==> config.mk <==
export PLATFORM = sky130hd
export DESIGN_NAME = sdram_port_arbiter_flat
export DESIGN_NICKNAME = d
export VERILOG_FILES = /design/src/rtl/sdram_port_arbiter_if.sv /design/src/rtl/sdram_port_arbiter.sv /design/src/flat_wrapper.sv
export SDC_FILE = /design/constraint.sdc
export NUM_CORES = 1
export LEC_CHECK = 0
export CELL_PAD_IN_SITES_DETAIL_PLACEMENT = 1
export CELL_PAD_IN_SITES_GLOBAL_PLACEMENT = 2
export CORE_MARGIN = 2
export CORE_UTILIZATION = 24
export CTS_CLUSTER_SIZE = 28
export DETAILED_ROUTE_END_ITERATION = 10
export GPL_TIMING_DRIVEN = 0
export PLACE_DENSITY_LB_ADDON = 0.1
export SYNTH_ARGS = -nofsm -noshare
export SYNTH_HDL_FRONTEND = slang
export SYNTH_SLANG_ARGS = --single-unit
==> constraint.sdc <==
create_clock -name clk50 -period 2.56 [get_ports clk50]
set_input_delay 0.512 -clock clk50 [delete_from_list [all_inputs] [get_ports clk50]]
set_output_delay 0.512 -clock clk50 [all_outputs]
set_load 0.01 [all_outputs]
==> src/rtl/sdram_port_arbiter_if.sv <==
// Client-side request/grant bus and ram_manager buffer bus of the SDRAM port arbiter.
// master is the arbiter's view; slave is the view of the clients and ram_manager.
interface sdram_port_arbiter_if #(
  parameter int NCH = 2,
  parameter int AW  = 20,
  parameter int DW  = 16
);
  logic [NCH-1:0]    req;
  logic [NCH-1:0]    req_rw;
  logic [NCH*AW-1:0] req_addr;
  logic [NCH*DW-1:0] req_data;
  logic              hp_en;
  logic [NCH-1:0]    gnt;
  logic              buf_empty;
  logic              buf_wrreq;
  logic [AW-1:0]     buf_addr;
  logic [DW-1:0]     buf_data;
  logic              buf_rw;
  logic              rd_valid;
  logic [DW-1:0]     rd_data;
  logic [NCH-1:0]    rsp_valid;
  logic [DW-1:0]     rsp_data;
  logic              rd_err;

  modport master (
    input  req, req_rw, req_addr, req_data, hp_en, buf_empty, rd_valid, rd_data,
    output gnt, buf_wrreq, buf_addr, buf_data, buf_rw, rsp_valid, rsp_data, rd_err
  );

  modport slave (
    output req, req_rw, req_addr, req_data, hp_en, buf_empty, rd_valid, rd_data,
    input  gnt, buf_wrreq, buf_addr, buf_data, buf_rw, rsp_valid, rsp_data, rd_err
  );
endinterface

==> src/rtl/sdram_port_arbiter.sv <==
// N-channel arbiter feeding the ram_manager request buffer; read data is routed
// back to its requester in order through a tag FIFO of channel indices.
module sdram_port_arbiter #(
  parameter int NCH      = 2,
  parameter int AW       = 20,
  parameter int DW       = 16,
  parameter int MODE     = 0,
  parameter int HP_CH    = 0,
  parameter int HP_EXCL  = 1,
  parameter int RD_DEPTH = 4
) (
  input logic                  clk50,
  input logic                  reset,
  sdram_port_arbiter_if.master bus
);
  localparam int IW = (NCH > 1) ? $clog2(NCH) : 1;
  localparam int PW = $clog2(RD_DEPTH);

  typedef enum logic {IDLE, SETTLE} state_t;
  state_t state, state_nxt;

  logic [IW-1:0] rr_ptr;
  logic [IW-1:0] tag_mem [RD_DEPTH];
  logic [PW:0]   wr_ptr, rd_ptr;
  logic          fifo_full, fifo_empty;
  logic [IW-1:0] head;
  logic [NCH-1:0] elig;
  logic [IW-1:0] win;
  logic          win_vld, hp_win, issue, push, pop;
  int            rr_idx;

  // Extra pointer bit distinguishes full from empty when the indices match.
  assign fifo_empty = (wr_ptr == rd_ptr);
  assign fifo_full  = (wr_ptr[PW] != rd_ptr[PW]) && (wr_ptr[PW-1:0] == rd_ptr[PW-1:0]);
  assign head       = tag_mem[rd_ptr[PW-1:0]];

  always_comb begin
    elig = '0;
    for (int i = 0; i < NCH; i++)
      elig[i] = bus.req[i] && (bus.req_rw[i] || !fifo_full) &&
                ((HP_EXCL == 0) || !bus.hp_en || (i == HP_CH));
  end

  // Descending scans leave the first match in priority order as the winner.
  always_comb begin
    win     = '0;
    win_vld = 1'b0;
    hp_win  = 1'b0;
    rr_idx  = 0;
    if (bus.hp_en && elig[HP_CH]) begin
      win     = IW'(HP_CH);
      win_vld = 1'b1;
      hp_win  = 1'b1;
    end else if (MODE == 0) begin
      for (int i = NCH - 1; i >= 0; i--)
        if (elig[i]) begin
          win     = IW'(i);
          win_vld = 1'b1;
        end
    end else begin
      for (int k = NCH - 1; k >= 0; k--) begin
        rr_idx = (int'(rr_ptr) + k) % NCH;
        if (elig[rr_idx]) begin
          win     = IW'(rr_idx);
          win_vld = 1'b1;
        end
      end
    end
  end

  always_ff @(posedge clk50 or negedge reset) begin
    if (!reset) state <= IDLE;
    else        state <= state_nxt;
  end

  // SETTLE gives buf_empty a cycle to reflect the push just made.
  always_comb begin
    state_nxt = state;
    issue     = 1'b0;
    case (state)
      IDLE: begin
        if (bus.buf_empty && win_vld) begin
          issue     = 1'b1;
          state_nxt = SETTLE;
        end
      end
      SETTLE:  state_nxt = IDLE;
      default: state_nxt = IDLE;
    endcase
  end

  assign push = issue && !bus.req_rw[win];
  assign pop  = bus.rd_valid && !fifo_empty;

  always_ff @(posedge clk50 or negedge reset) begin
    if (!reset) begin
      bus.gnt       <= '0;
      bus.buf_wrreq <= 1'b0;
      bus.buf_addr  <= '0;
      bus.buf_data  <= '0;
      bus.buf_rw    <= 1'b0;
      rr_ptr        <= '0;
    end else begin
      bus.gnt       <= '0;
      bus.buf_wrreq <= issue;
      if (issue) begin
        bus.gnt[win] <= 1'b1;
        bus.buf_addr <= bus.req_addr[int'(win)*AW +: AW];
        bus.buf_data <= bus.req_data[int'(win)*DW +: DW];
        bus.buf_rw   <= bus.req_rw[win];
        // The display override does not consume the round-robin turn.
        if ((MODE != 0) && !hp_win)
          rr_ptr <= (int'(win) == NCH - 1) ? '0 : win + 1'b1;
      end
    end
  end

  always_ff @(posedge clk50 or negedge reset) begin
    if (!reset) begin
      wr_ptr        <= '0;
      rd_ptr        <= '0;
      bus.rsp_valid <= '0;
      bus.rsp_data  <= '0;
      bus.rd_err    <= 1'b0;
    end else begin
      if (push) wr_ptr <= wr_ptr + 1'b1;
      if (pop)  rd_ptr <= rd_ptr + 1'b1;
      bus.rsp_valid <= '0;
      if (pop) begin
        bus.rsp_valid[head] <= 1'b1;
        bus.rsp_data        <= bus.rd_data;
      end
      if (bus.rd_valid && fifo_empty) bus.rd_err <= 1'b1;
    end
  end

  // Tag storage needs no reset: it is only read while the FIFO is non-empty.
  always_ff @(posedge clk50) begin
    if (push) tag_mem[wr_ptr[PW-1:0]] <= win;
  end
endmodule

==> src/flat_wrapper.sv <==
// flat-port wrapper written by rule: the top's interface ports become plain ports
module sdram_port_arbiter_flat 
#(
  parameter int NCH      = 2,
  parameter int AW       = 20,
  parameter int DW       = 16,
  parameter int MODE     = 0,
  parameter int HP_CH    = 0,
  parameter int HP_EXCL  = 1,
  parameter int RD_DEPTH = 4
)
  (clk50, reset, bus_req, bus_req_rw, bus_req_addr, bus_req_data, bus_hp_en, bus_buf_empty, bus_rd_valid, bus_rd_data, bus_gnt, bus_buf_wrreq, bus_buf_addr, bus_buf_data, bus_buf_rw, bus_rsp_valid, bus_rsp_data, bus_rd_err);
  sdram_port_arbiter_if #(.NCH(NCH), .AW(AW), .DW(DW)) bus_i ();
  input logic clk50;
  input logic reset;
  input wire logic [$bits(bus_i.req)-1:0] bus_req;
  input wire logic [$bits(bus_i.req_rw)-1:0] bus_req_rw;
  input wire logic [$bits(bus_i.req_addr)-1:0] bus_req_addr;
  input wire logic [$bits(bus_i.req_data)-1:0] bus_req_data;
  input wire logic [$bits(bus_i.hp_en)-1:0] bus_hp_en;
  input wire logic [$bits(bus_i.buf_empty)-1:0] bus_buf_empty;
  input wire logic [$bits(bus_i.rd_valid)-1:0] bus_rd_valid;
  input wire logic [$bits(bus_i.rd_data)-1:0] bus_rd_data;
  output wire logic [$bits(bus_i.gnt)-1:0] bus_gnt;
  output wire logic [$bits(bus_i.buf_wrreq)-1:0] bus_buf_wrreq;
  output wire logic [$bits(bus_i.buf_addr)-1:0] bus_buf_addr;
  output wire logic [$bits(bus_i.buf_data)-1:0] bus_buf_data;
  output wire logic [$bits(bus_i.buf_rw)-1:0] bus_buf_rw;
  output wire logic [$bits(bus_i.rsp_valid)-1:0] bus_rsp_valid;
  output wire logic [$bits(bus_i.rsp_data)-1:0] bus_rsp_data;
  output wire logic [$bits(bus_i.rd_err)-1:0] bus_rd_err;
  assign bus_i.req = bus_req;
  assign bus_i.req_rw = bus_req_rw;
  assign bus_i.req_addr = bus_req_addr;
  assign bus_i.req_data = bus_req_data;
  assign bus_i.hp_en = bus_hp_en;
  assign bus_i.buf_empty = bus_buf_empty;
  assign bus_i.rd_valid = bus_rd_valid;
  assign bus_i.rd_data = bus_rd_data;
  assign bus_gnt = bus_i.gnt;
  assign bus_buf_wrreq = bus_i.buf_wrreq;
  assign bus_buf_addr = bus_i.buf_addr;
  assign bus_buf_data = bus_i.buf_data;
  assign bus_buf_rw = bus_i.buf_rw;
  assign bus_rsp_valid = bus_i.rsp_valid;
  assign bus_rsp_data = bus_i.rsp_data;
  assign bus_rd_err = bus_i.rd_err;
  sdram_port_arbiter #(.NCH(NCH), .AW(AW), .DW(DW), .MODE(MODE), .HP_CH(HP_CH), .HP_EXCL(HP_EXCL), .RD_DEPTH(RD_DEPTH)) u_core (.clk50(clk50), .reset(reset), .bus(bus_i));
endmodule
==> results.tsv <==
metric	value	unit
status	completed	
syn_nets	322	
first-pass GRT wire length	14000	um
antenna viol nets, final	0	
worst skew pair latency	0.34	ns
CTS tree	yes	
required time worst endpoint	2.78	ns
Clock Path Buffers	2	
largest area contributor in the netlist	dfrtp_1	
P_leak	2.14	nW
YS warnings	0	
Placeable Area	12500	um^2
EDFF count, synth	4	
maximum vdd drop	0.347	mV
top_reg_cell synth	dfrtp_1	
layout cell share with drive strength beyond 1	19.6	%
global route overflow	0	
crit share post-route	85.9	%
Reg area	1750	um^2
Max Transition Viols Final	0	
Crit path arrival time	2.42	ns
worst reg2reg path depth	5	
placed cell count	548	
via density per instance	4.39	
largest net degree at the start of global routing	65	
post-synthesis sequential area ratio	57.5	%
Die Y	117	um
Mapped Cells	220	
GRT Overall Usage	14.0	%
Post-Route Skew	0.0104	ns
# DRC	0	
Avg Cell Area, Syn	13.8	um^2
Initial Util	24.4	%
most frequent cells in the layout	clkdlybuf4s50_1 (154), dfrtp_1 (65), and2_1 (36)	
Final setup viols	0	
FP Rows	41	
leading cell type in the layout, fill and taps excluded	clkdlybuf4s50_1	
input/output buffers	155	
# nets final	490	
IO Pins	156	
pwr dens	1060	nW/um^2
Fill cells	1342	
Reg2Reg Setup Slack	0.36	ns
Layout Cells excl Fill	565	
Yosys reg bits	69	
vias in the first global route	2674	
RSZ-0062 raised after global routing	no	
top cell type's share of synthesized area	53.5	%
Hold Path Class	flop to flop	
Synth area leaders	dfrtp_1 (54%), a221o_2 (12%), and2_1 (7.4%), mux2_2 (6.3%), edfxtp_1 (4.0%)	
DR iter-0 viols	87	
Startpoint Class	flop	
vias post-DR	2479	
worst reg2reg startpoint	u_core.rd_ptr[1]	
Area Growth Syn to Fin	69.8	%
Async SR Flop Fraction	94.2	%
Max-slew headroom	51.5	%
multi-input logic area	1190	um^2
r2r endpoint	u_core.bus.buf_data[2]	
MaxCap Viol Count	0	
Hold Path Origin	u_core.bus.rd_err	
Hold WS	0.487	ns
Least-Margin Pin Slew	0.721	ns
antenna violations before repair	0	
fmax	455	MHz
TritonCTS Buffers	9	
GP Congestion	0.761	
Worst Hold Path EP	u_core.bus.rd_err	
Netlist cell types	33	
die area	13600	um^2
worst-path fanout max	10	
# diodes	0	
TritonCTS Sinks	69	
Root Buffer	clkbuf_16	
clock slew at reported path FFs	0.06	ns
fin crit period	2.20	ns
Crit. End Element	flop	
DRT Wirelength	9170	um
Mapped Area	3040	um^2
WL per Instance	16.2	um
Crit Path Class	flop to flop	
htree depth	3	
Hold Fails Final Rpt	0	
Initial DRT Pass Iterations	4	
worst hold stages	1	
HPWL Detailed	6680	um
die width	117	um
==> metrics by stage <==
stage | TNS [ns] | util, % | power [W] | instance area, um^2 | setup slack, ns
finish | 0 | 41.4 | 0.00550 | 5160 | 0.361
global route | 0 | 41.4 | 0.00588 | 5160 | 0.213
CTS | 0 | 41.4 | 0.00562 | 5160 | 0.303
detailed placement | -1.23 | 38.8 | 0.00423 | 4830 | -0.0620
global placement | -101.10 | 38.6 | 0.00418 | 4810 | -1.55
floorplan | 0 | - | 0.00293 | 3040 | 0.704
==> area by class of cell <==
class                           instances  share of cell area [%]
Inverter                                6                   0.436
Tap cell                              172                    4.17
Clock inverter                          4                    1.02
Timing Repair Buffer                  157                    30.7
Buffer                                 13                    1.58
Sequential cell                        69                    33.8
Multi-Input combinational cell        132                    23.0
Clock buffer                           12                    5.19
==> sequential cells by signal, summed over array words and instances, names as in the netlist <==
register / flops
u_core.bus.buf_addr: 20
u_core.bus.buf_data: 16
u_core.bus.buf_rw: 1
u_core.bus.buf_wrreq: 1
u_core.bus.gnt: 2
u_core.bus.rd_err: 1
u_core.bus.rsp_data: 16
u_core.bus.rsp_valid: 2
u_core.rd_ptr: 3
u_core.tag_mem: 4
u_core.wr_ptr: 3
==> cell usage after synthesis (2+ instances only) <==
master and instances:
and2_1 36, dfrtp_1 65, a221o_1 3, edfxtp_1 4, nor2b_1 3, inv_1 6
xnor2_1 5, xor2_1 5, nor2_1 2, clkbuf_1 4, nand3_1 2, ha_1 5
buf_6 3, nor4b_1 2, a221o_2 33, and3_1 4, buf_2 5, mux2_2 17
a21oi_1 2
==> power breakdown <==
part           leakage (nW)  internal, W  total (W)  switching (W)
registers             0.831      0.00157    0.00187       0.000298
clock network         0.158     0.000844    0.00133       0.000488
logic                  1.15      0.00140    0.00229       0.000889
==> what timing repair did <==
item	CTS	global route
buffers inserted	0	0
gates resized for setup	0	0
endpoints found under the hold margin	1	0
endpoints found under the setup margin	0	0
hold buffers	1	0
==> worst max-delay path by stage <==
stage | from | endpoint | cells after the start
final | u_core.rd_ptr[1] | u_core.bus.buf_data[2] | 5
after global routing | u_core.rd_ptr[0] | u_core.bus.buf_data[7] | 6
after CTS | bus_req[0] | u_core.bus.buf_data[9] | 7
after detailed placement | bus_req[0] | u_core.bus.buf_data[9] | 7
after global placement | reset | u_core.bus.buf_data[0] | 1
after floorplan | u_core.rd_ptr[1] | u_core.bus.buf_addr[16] | 5
==> layer usage <==
layer	vias up	global-route usage (%)	part of all wire, %
met1	1205	14.9	37
li1	1156	-	-
met2	104	23.0	50
met4	0	5.41	2.3
met5	-	0	0
met3	14	8.15	11
==> cell families (layout without fill, tap and decap cells) <==
logic type	after synthesis	count (layout)	share of synthesized area [%]
flip-flops	69	69	57.5
AND/OR/NAND/NOR	55	55	11.8
AO/OA/AOI/OAI	44	44	15.2
buffers and inverters	19	192	3.42
multiplexers	18	18	7.16
XOR/XNOR	10	10	2.88
adder cells (fa/ha/maj)	5	5	2.06
==> worst max-delay path, cell delays in order, from the launching register on <==
cell	delay (ns)
dfrtp_1	0.44
xor2_1	0.23
nor4_1	0.67
nor3b_4	0.19
buf_6	0.20
a221o_2	0.33
Note: power is estimated with default switching activity, not from simulation.
